## src/rtl/uart_tx_buffered.sv

```systemverilog
// uart_tx_buffered: double-buffered serial UART transmitter.
// Frame: 1 start bit, 8 data bits LSB first, optional parity bit, 1 or 2 stop bits.
// A one-byte holding register in front of the shifter lets the host queue the next
// byte while the current frame is on the line (TxRDY / TxEMT style status).
// Optional feature macro: UART_TX_PARITY_EN adds i_Parity_Odd and a PARITY bit time.
module uart_tx_buffered #(
  parameter int CLKS_PER_BIT = 417
) (
  input  logic       i_Clock,
  input  logic       i_Rst_L,
  input  logic       i_TX_DV,
  input  logic [7:0] i_TX_Byte,
  input  logic       i_Two_Stop,
`ifdef UART_TX_PARITY_EN
  input  logic       i_Parity_Odd,
`endif
  output logic       o_TX_Serial,
  output logic       o_TX_Active,
  output logic       o_TX_Ready,
  output logic       o_TX_Empty,
  output logic       o_TX_Done,
  output logic       o_TX_Overrun
);

  localparam int CNT_W = $clog2(CLKS_PER_BIT);
  localparam logic [CNT_W-1:0] CNT_MAX = CNT_W'(CLKS_PER_BIT - 1);

  typedef enum logic [2:0] {
    S_IDLE,
    S_START,
    S_DATA,
`ifdef UART_TX_PARITY_EN
    S_PARITY,
`endif
    S_STOP1,
    S_STOP2
  } state_t;

  state_t           state_reg;
  logic [CNT_W-1:0] clk_cnt_reg;
  logic [2:0]       bit_idx_reg;
  logic [7:0]       shift_reg;
  logic [7:0]       hold_byte_reg;
  logic             two_stop_reg;
`ifdef UART_TX_PARITY_EN
  logic             parity_bit_reg;
`endif
  logic             serial_reg;
  logic             active_reg;
  logic             ready_reg;
  logic             empty_reg;
  logic             done_reg;
  logic             overrun_reg;

  logic bit_end;
  logic last_stop;
  logic transfer;
  logic accept;
  logic hold_valid_next;
  logic idle_next;

  // Frame-boundary and holding-register decisions for the coming edge.
  // The holding register is full exactly when ready_reg is low.
  always_comb begin
    bit_end         = (clk_cnt_reg == CNT_MAX);
    last_stop       = bit_end &&
                      (((state_reg == S_STOP1) && !two_stop_reg) || (state_reg == S_STOP2));
    transfer        = !ready_reg && ((state_reg == S_IDLE) || last_stop);
    accept          = i_TX_DV && ready_reg;
    hold_valid_next = transfer ? 1'b0 : (accept ? 1'b1 : !ready_reg);
    idle_next       = !transfer && ((state_reg == S_IDLE) || last_stop);
  end

  // Transmit FSM, holding register and all registered status outputs.
  always_ff @(posedge i_Clock or negedge i_Rst_L) begin
    if (!i_Rst_L) begin
      state_reg      <= S_IDLE;
      clk_cnt_reg    <= '0;
      bit_idx_reg    <= '0;
      shift_reg      <= '0;
      hold_byte_reg  <= '0;
      two_stop_reg   <= 1'b0;
`ifdef UART_TX_PARITY_EN
      parity_bit_reg <= 1'b0;
`endif
      serial_reg     <= 1'b1;
      active_reg     <= 1'b0;
      ready_reg      <= 1'b1;
      empty_reg      <= 1'b1;
      done_reg       <= 1'b0;
      overrun_reg    <= 1'b0;
    end else begin
      done_reg    <= last_stop;
      overrun_reg <= i_TX_DV && !ready_reg;
      ready_reg   <= !hold_valid_next;
      empty_reg   <= !hold_valid_next && idle_next;
      active_reg  <= !idle_next;

      if (accept) begin
        hold_byte_reg <= i_TX_Byte;
      end

      if (transfer) begin
        // Load the shifter and start the frame; the line drops on this edge.
        shift_reg      <= hold_byte_reg;
        two_stop_reg   <= i_Two_Stop;
`ifdef UART_TX_PARITY_EN
        parity_bit_reg <= (^hold_byte_reg) ^ i_Parity_Odd;
`endif
        state_reg      <= S_START;
        clk_cnt_reg    <= '0;
        bit_idx_reg    <= '0;
        serial_reg     <= 1'b0;
      end else begin
        if (state_reg == S_IDLE || bit_end) begin
          clk_cnt_reg <= '0;
        end else begin
          clk_cnt_reg <= clk_cnt_reg + CNT_W'(1);
        end

        case (state_reg)
          S_IDLE: begin
            serial_reg <= 1'b1;
          end
          S_START: begin
            if (bit_end) begin
              state_reg   <= S_DATA;
              bit_idx_reg <= '0;
              serial_reg  <= shift_reg[0];
            end
          end
          S_DATA: begin
            if (bit_end) begin
              if (bit_idx_reg == 3'd7) begin
`ifdef UART_TX_PARITY_EN
                state_reg  <= S_PARITY;
                serial_reg <= parity_bit_reg;
`else
                state_reg  <= S_STOP1;
                serial_reg <= 1'b1;
`endif
              end else begin
                bit_idx_reg <= bit_idx_reg + 3'd1;
                shift_reg   <= {1'b0, shift_reg[7:1]};
                serial_reg  <= shift_reg[1];
              end
            end
          end
`ifdef UART_TX_PARITY_EN
          S_PARITY: begin
            if (bit_end) begin
              state_reg  <= S_STOP1;
              serial_reg <= 1'b1;
            end
          end
`endif
          S_STOP1: begin
            serial_reg <= 1'b1;
            if (bit_end) begin
              state_reg <= two_stop_reg ? S_STOP2 : S_IDLE;
            end
          end
          S_STOP2: begin
            serial_reg <= 1'b1;
            if (bit_end) begin
              state_reg <= S_IDLE;
            end
          end
          default: begin
            state_reg  <= S_IDLE;
            serial_reg <= 1'b1;
          end
        endcase
      end
    end
  end

  assign o_TX_Serial  = serial_reg;
  assign o_TX_Active  = active_reg;
  assign o_TX_Ready   = ready_reg;
  assign o_TX_Empty   = empty_reg;
  assign o_TX_Done    = done_reg;
  assign o_TX_Overrun = overrun_reg;

endmodule

```

## config.mk

```make
export PLATFORM = sky130hd
export DESIGN_NAME = uart_tx_buffered
export DESIGN_NICKNAME = d
export VERILOG_FILES = /design/src/rtl/uart_tx_buffered.sv
export SDC_FILE = /design/constraint.sdc
export NUM_CORES = 1
export LEC_CHECK = 0
export CORE_MARGIN = 2
export CORE_UTILIZATION = 59
export CTS_BUF_LIST = sky130_fd_sc_hd__clkbuf_8
export CTS_CLUSTER_DIAMETER = 100
export DETAILED_ROUTE_END_ITERATION = 8
export PLACE_DENSITY = 0.79
export SETUP_SLACK_MARGIN = 0.15
export SLEW_MARGIN = 20
export SYNTH_ARGS = -nofsm -noshare
export SYNTH_HDL_FRONTEND = slang
export SYNTH_SLANG_ARGS = --single-unit
```

## constraint.sdc

```tcl
create_clock -name i_Clock -period 2.16 [get_ports i_Clock]
set_input_delay 0.648 -clock i_Clock [delete_from_list [all_inputs] [get_ports i_Clock]]
set_output_delay 0.648 -clock i_Clock [all_outputs]
set_load 0.02 [all_outputs]
```

After elaboration in Yosys (flattened, before gate mapping):

Cells that the tools add are included.

* register bits: 38
* bits of input ports: 12
* output and inout port bits: 6
* word-level logic and storage cells: 76

* add/subtract/negate cells: 2
* equal/unequal tests: 14
* muxes and demuxes: 25
* reduce and logical (&&, ||, !) cells: 23

Operators by type and width (number)
* 2-to-1 mux 8 bit: 4
* 2-to-1 mux 3 bit: 10
* 2-to-1 mux 9 bit: 2
* != test 3 bit, second input constant: 6
* case mux 3 bit (5 select lines): 1
* adder 9 x 1 -> 9 bit, second input constant: 1
* equality test 9 bit, second input constant: 1
* logical AND 1 bit: 7
* equality test 3 x 2 -> 1 bit, second input constant: 2
* equality test 3 bit, second input constant: 2
* 2-to-1 mux 1 bit: 6
* case mux 3 bit (2 select lines): 1
* AND reduction 6 bit: 1
* logical NOT 1 bit: 5
* != test 2 bit, second input constant: 2
* AND reduction 4 bit: 1
* nonzero test 2 bit: 2
* adder 3 x 1 -> 3 bit, second input constant: 1
* equality test 3 x 1 -> 1 bit, second input constant: 1
* logical NOT 3 bit: 1
* logical OR 1 bit: 3
* AND reduction 3 bit: 1
* nonzero test 3 bit: 1
* case mux 1 bit (2 select lines): 1
* AND reduction 2 bit: 1

Depth between registers and ports, before layout:

Gate-level depths: netlist (run 1).

* depth after elaboration: 9
* depth in mapped cells: 7
* gate-level depth less buffers: 6

Worst setup path after synthesis (run 1):

No wires, ideal clock.

* path type: flip-flop to flip-flop
* start: register bit_idx_reg[0]
* end: register bit_idx_reg[1]
* arrival time: 1.822 ns
* path slack: 0.260 ns
* stages on the path, launching flop included: 7
* path buffers: 0
* clock period less this slack: 1.900 ns
* cell sequence: dfrtp_1 -> ha_1 -> ha_1 -> or3b_1 -> a2111oi_4 -> nand3_1 -> a21oi_1

* word-level cells in the longest chain between the ends: 5

RTL lines
* start, declared: RTL line 41 `logic [2:0] bit_idx_reg;`
* start signal, assigned: RTL line 143 `bit_idx_reg <= bit_idx_reg + 3'd1;`
* adder 3 x 1 -> 3 bit: RTL line 143
* 2-to-1 mux 3 bit: RTL line 134 `if (bit_idx_reg == 3'd7) begin`
* 2-to-1 mux 3 bit: RTL line 133 `if (bit_end) begin`
* case mux 3 bit (2 select lines): RTL line 121 `case (state_reg)`
* 2-to-1 mux 3 bit: RTL line 103 `if (transfer) begin`

Several ways; a longest one is shown, not always the timed one. The select of a mux whose other input is x is not followed.
A chain may end at the register's enable or synchronous reset.

Final worst setup path (run 1):

* start: register ready_reg (netlist: o_TX_Ready)
* end: output port o_TX_Ready

RTL lines
* start, declared: RTL line 50 `logic ready_reg;`
* start signal, assigned: RTL line 95 `ready_reg <= !hold_valid_next;`
* end, declared: RTL line 19 `output logic o_TX_Ready,`

No word-level cell between the ends.

==> results.md, run 1 <==
- Status: finished clean
- Layout Skew: 0.00859 ns
- Clk buf depth: 2
- Worst Tran Pin Value: 0.459 ns
- Die Y: 61.1 um
- Largest net degree at the start of global routing: 39
- Die ar.: 0.00373 mm^2
- CTS Buf Count: 5
- First-pass GRT wire length: 5.70 mm
- Overall routed net length: 3.44 mm
- Design area: 0.00231 mm^2
- Clk sinks: 38
- CP Max Fanout: 9
- Starting Density: 0.625
- Top FF cell, synth: dfrtp_1
- Placed instance area: 0.00215 mm^2
- Post-DP HPWL: 2.44 mm
- Most frequent cell after synthesis: dfrtp_1
- Core area: 0.00308 mm^2
- Syn. warnings: 0
- Worst-skew pair later-pin latency: 0.28 ns
- Synth cell count leaders: dfrtp_1 (35), mux2_2 (13), nor2_1 (13)
- CP arrival: 1.29 ns
- TritonCTS clock tree: done
- IO Count: 18
- Capturing point of the worst reg2reg path: bit_idx_reg[1]
- Max reg flops: 9
- Power per Cell Area: 611 mW/mm^2
- Site Rows: 20
- Syn_nets: 168
- Largest cells by area after synthesis: dfrtp_1 (46%), mux2_2 (7.6%), dfstp_2 (4.1%)
- Vias in the first global route: 1229
- Max-cap violations: 0
- Worst path bufs/invs: 1
- Clk pin slew, worst setup/hold paths: 0.07 ns
- DR WL/cell: 14.8 um
- CP Capture Type: primary output
- Fmax: 0.515 GHz
- DR vias/cell: 5.39
- Seq/Total Area, Yosys: 0.496
- Critical-path cell list: dlygate4sd2_1
- Crit Path Category: flop to primary output
- Gate power share: 0.093
- H-tree levels: 2
- Critical path's top delay family: flip-flops
- Port Buf Inserts: 17
- Yosys reg bits: 38
- Drt first pass iters: 4
- Endpoints failing setup: 0
- Clk network pwr share: 0.311
- Final Hold Fails: 0
- Fin cells: 233
- Area Growth Syn to Fin: 20.1%
- Synth unique cells: 45
- Final min period: 1.94 ns
- Asr flop ratio synth: 1.00
- Routability Congestion: 0.858
- Post-layout nets: 204
- Worst R2R Setup Slack: 0.24 ns
- Overall power: 1.41 mW
- Clock root buffer master: clkbuf_8
- Initial antenna violation count: 0
- Cells on worst reg2reg path: 6
- RSZ-0062 raised after global routing: yes
- Layout cells sized above 1: 0.317
- Reg-to-reg startpoint: bit_idx_reg[0]
- Startpoint Class: flop
- Relative slew slack: 0.694
- Max-slew violations: 0
- Synth Instances: 152
- Slowest cell on crit path: dfstp_2
- Post-Syn Area per Cell: 12.7 um^2
- Finished Core Util: 0.751
- Internal cell power: 1.10 mW
- Post-synth EDFFs: 0
- Vias: 1256
- Switching share of power: 0.224
- Area fraction of the dominant cell type after synthesis: 0.455
- Worst path max stage delay: 0.64 ns
- Hold Crit Class: primary input to asynchronous set/reset pin
- DR iter-0 viols: 89
- Flop pwr share: 0.597
- Post-Syn Area: 0.00192 mm^2
- Final setup TNS: 0 ns
- # DRC: 0
- Antenna Cells: 0
- GRT overflow: 0
- Ratio of final minimum period to clock period: 0.898
- Leak: 1.08 nW
- Worst endpoint required time: 1.51 ns
- # placed instances: 217
- Synth area leader: dfrtp_1
- Die width: 61.1 um
- Worst VDD drop: 0.000550 V
- GRT Overall Usage: 0.209
- Detail Route Antenna Nets: 0
- Net switching power: 0.316 mW
## stage by stage
stage                     hold WS (ns)  worst slack (ns)
after global routing             0.448             0.134
after floorplan                  0.352             0.260
after global placement           0.472             0.153
final                            0.400             0.219
after detailed placement         0.479            0.0648
after CTS                        0.408             0.183
## cell type report
cell class | instances | area (um^2)
flip-flops and latches | 38 | 956
multi-input cells | 102 | 906
fillers | 217 | 767
repair buffers | 33 | 282
clock buffers | 5 | 68.8
well taps | 44 | 55.1
inverters | 8 | 30.0
clock inverters | 3 | 13.8
## power groups by stage
stage | logic, mW | clock network (mW) | registers (mW)
after detailed placement | 0.136 | 0 | 0.855
after floorplan | 0.0820 | 0 | 0.836
after global placement | 0.126 | 0 | 0.850
after global routing | 0.147 | 0.485 | 0.850
final | 0.131 | 0.438 | 0.842
after CTS | 0.135 | 0.456 | 0.841
## worst max path at each step
stage	startpoint	cells past startpoint	end	slack, ns
after floorplan	bit_idx_reg[0]	6	bit_idx_reg[1]	0.26
after global placement	bit_idx_reg[0]	6	bit_idx_reg[2]	0.15
after detailed placement	bit_idx_reg[0]	6	bit_idx_reg[1]	0.06
after CTS	bit_idx_reg[0]	6	bit_idx_reg[1]	0.18
after global routing	bit_idx_reg[0]	6	bit_idx_reg[2]	0.13
final	o_TX_Ready	1	o_TX_Ready	0.22
## cell usage in the layout (no fill, tap or decap), types with 3 or more instances in the layout
master / count
buf_4: 16
nor2_1: 13
nand3_1: 7
dfrtp_1: 34
nand2_1: 5
clkdlybuf4s50_1: 13
inv_1: 9
dfstp_2: 3
o21ai_0: 4
mux2_4: 3
a21oi_1: 3
nand2b_1: 3
mux2_1: 5
mux2_2: 13
mux2i_1: 3
xor2_1: 8
dlygate4sd2_1: 3
clkbuf_8: 5
## metal layers
metal | routed length [um] | vias up | track usage | part of all wire
li1 | - | 608 | - | -
met1 | 1630 | 628 | 0.294 | 0.47
met2 | 1690 | 18 | 0.322 | 0.49
met3 | 100 | 2 | 0.0525 | 0.029
met4 | 15 | 0 | 0.0652 | 0.0044
met5 | 0 | - | 0 | 0
## kinds of logic (layout without fill, tap and decap cells)
group / Yosys count / after routing / synth area share
simple gates: 47 / 47 / 0.168
flops: 38 / 38 / 0.496
mux: 24 / 24 / 0.144
compound gates: 18 / 18 / 0.0826
buf+inv: 12 / 49 / 0.0423
xor+xnor: 9 / 9 / 0.0410
fa+ha+maj: 4 / 4 / 0.0260
## what timing repair did
item | 4_1_cts | 5_1_grt
hold buffers | 0 | 0
setup buffers | 0 | 8
pin swaps | 1 | 6
resized for setup | 5 | 3
setup endpoints to repair | 5 | 9
cloned | 0 | 0
(Power assumes the default switching activity.)
==> run 2, diff against run 1 <==
--- a/config.mk
+++ b/config.mk
@@ -9,6 +9,7 @@
 export CORE_UTILIZATION = 59
 export CTS_BUF_LIST = sky130_fd_sc_hd__clkbuf_8
 export CTS_CLUSTER_DIAMETER = 100
+export CTS_CLUSTER_SIZE = 8
 export DETAILED_ROUTE_END_ITERATION = 8
 export PLACE_DENSITY = 0.79
 export SETUP_SLACK_MARGIN = 0.15
==> results of run 2 <==
No change in the layout: final DEF, timing and power equal those of run 1.
==> run 3, diff against run 2 <==
--- a/config.mk
+++ b/config.mk
@@ -11,6 +11,7 @@
 export CTS_CLUSTER_DIAMETER = 100
 export CTS_CLUSTER_SIZE = 8
 export DETAILED_ROUTE_END_ITERATION = 8
+export GPL_TIMING_DRIVEN = 0
 export PLACE_DENSITY = 0.79
 export SETUP_SLACK_MARGIN = 0.15
 export SLEW_MARGIN = 20
==> run 3 against run 2 <==
Against the previous run:
- the run now ends with setup timing left
- sequential share of layout area fell by 2.3 points
- global-route usage rose by 1.2 points
- clock-buffer cell count did not move
- clock skew rose by 0.0019 ns
- die area did not move
- critical path depth rose by 5
- critical path type is now flop to flop
- clock power rose by 66%
- sequential power fell by 0.5%
- final area rose by 5.9%
- utilization rose by 4.4 points
- via count rose by 3.4%
- maximum frequency fell by 11%
- critical endpoint is now bit_idx_reg[1]
- largest power group unchanged
==> results.md, run 3 (synthesized netlist as in run 1, its figures left out) <==
- Net switching power: 0.369 mW
- IO Count: 18
- Flop pwr share: 0.489
- CP Capture Type: flop
- Failing checks: setup timing
- Hold Slack: 0.308 ns
- Starting Density: 0.625
- DR iter-0 viols: 65
- Fmax: 0.459 GHz
- Antenna Cells: 0
- Gate power share: 0.087
- Worst Tran Pin Value: 0.488 ns
- Hold Crit Class: primary input to asynchronous set/reset pin
- Relative slew slack: 0.674
- Switching share of power: 0.215
- Leak: 1.11 nW
- Slowest cell on crit path: a2111oi_4
- Most frequent cells in the layout: dfrtp_1 (34), nor2_1 (13), mux2_2 (13), clkdlybuf4s50_1 (13), buf_4 (12)
- Endpoints failing setup: 1
- Ratio of final minimum period to clock period: 1.01
- Overall routed net length: 4.05 mm
- Area Growth Syn to Fin: 27.2%
- Max reg flops: 9
- Die ar.: 0.00373 mm^2
- Startpoint Class: flop
- Worst path max stage delay: 0.47 ns
- Detail Route Antenna Nets: 0
- Clk sinks: 38
- Vias: 1299
- Final min period: 2.18 ns
- Post-DP HPWL: 2.48 mm
- Core area: 0.00308 mm^2
- Setup WS post-layout: -0.0199 ns
- Max-cap violations: 0
- Internal cell power: 1.34 mW
- Commonest non-fill, non-tap cell in the layout: dfrtp_1
- CP Max Fanout: 5
- Status: complete, but fails checks
- Clock root buffer master: clkbuf_8
- First-pass GRT wire length: 5.95 mm
- H-tree levels: 2
- Critical-path cell list: ha_2, ha_4, or3b_4, a2111oi_4, nand3_1, a21oi_2
- DR WL/cell: 17.3 um
- Clk network pwr share: 0.424
- Routability Congestion: 0.794
- GRT Overall Usage: 0.222
- Layout cells sized above 1: 0.337
- CP arrival: 2.39 ns
- Clk buf depth: 2
- Vias in the first global route: 1301
- Crit Path Category: flop to flop
- Die width: 61.1 um
- Max-slew violations: 0
- GRT overflow: 0
- Clk pin slew, worst setup/hold paths: 0.08 ns
- Drt first pass iters: 4
- Worst endpoint required time: 2.37 ns
- Post-layout nets: 205
- TritonCTS clock tree: done
- Overall power: 1.71 mW
- Worst-skew pair later-pin latency: 0.29 ns
- Largest net degree at the start of global routing: 21
- Layout Skew: 0.0105 ns
- Power per Cell Area: 700 mW/mm^2
- CTS Buf Count: 5
- RSZ-0062 raised after global routing: yes
- Final Hold Fails: 0
- # DRC: 0
- DR vias/cell: 5.55
- Worst VDD drop: 0.000654 V
- Hold-fix buffers, CTS: 0
- Port Buf Inserts: 17
- Die Y: 61.1 um
- Site Rows: 20
- Initial antenna violation count: 0
## run 3: repair_timing
| action | 4_1_cts | 5_1_grt |
|---|---|---|
| endpoints found under the setup margin | 9 | 10 |
| endpoints found under the hold margin | 0 | 0 |
| pin swaps | 2 | 7 |
| buffers inserted | 1 | 11 |
| gates resized for setup | 4 | 9 |
## run 3: critical path, delay by kind of cell (launching register included)
| family | cells | cell delay, ns |
|---|---|---|
| AO/OA/AOI/OAI | 2 | 0.70 |
| AND/OR/NAND/NOR | 2 | 0.57 |
| adder cells (fa/ha/maj) | 2 | 0.39 |
| flip-flops | 1 | 0.44 |
## run 3: worst paths after layout
kind,endpoint,slack (ns),start,cells past startpoint
worst max register to register,bit_idx_reg[1],-0.02,bit_idx_reg[1],6
worst max-delay path,bit_idx_reg[1],-0.02,bit_idx_reg[1],6
min in group i_Clock,shift_reg[0],0.49,hold_byte_reg[0],1
worst min register to register,shift_reg[0],0.49,hold_byte_reg[0],1
max in group asynchronous,o_TX_Serial,1.32,i_Rst_L,2
worst min-delay path,state_reg[0],0.31,i_Rst_L,1
## run 3: area by class of cell
class,instances,area (um^2)
clock buffers,5,68.8
clock inverters,3,68.8
multi-input cells,102,938
plain buffers,4,51.3
well taps,44,55.1
fillers,199,631
inverters,8,30.0
repair buffers,30,279
flip-flops and latches,38,956
## run 3: power groups by stage
stage	sequential, mW	clock [mW]	combinational [mW]
global placement	0.842	0	0.130
detailed placement	0.849	0	0.147
CTS	0.836	0.731	0.150
floorplan	0.836	0	0.0820
finish	0.838	0.727	0.149
global route	0.846	0.764	0.163
## run 3: routing by layer
metal	track usage	wire (um)	vias up
li1	-	-	613
met1	0.275	1720	655
met2	0.366	2110	27
met3	0.0777	175	4
met4	0.0652	49	0
met5	0	0	-
## run 3: metrics by stage
stage,worst slack (ns),instance area (um^2),instances,setup TNS [ns],utilization
global placement,-0.351,2150,213,-12.31,0.698
global route,-0.0873,2450,234,-0.0873,0.795
finish,-0.0199,2450,234,-0.0199,0.795
floorplan,0.260,1920,152,0,-
detailed placement,0.0804,2170,214,0,0.706
CTS,0.150,2320,223,0,0.752
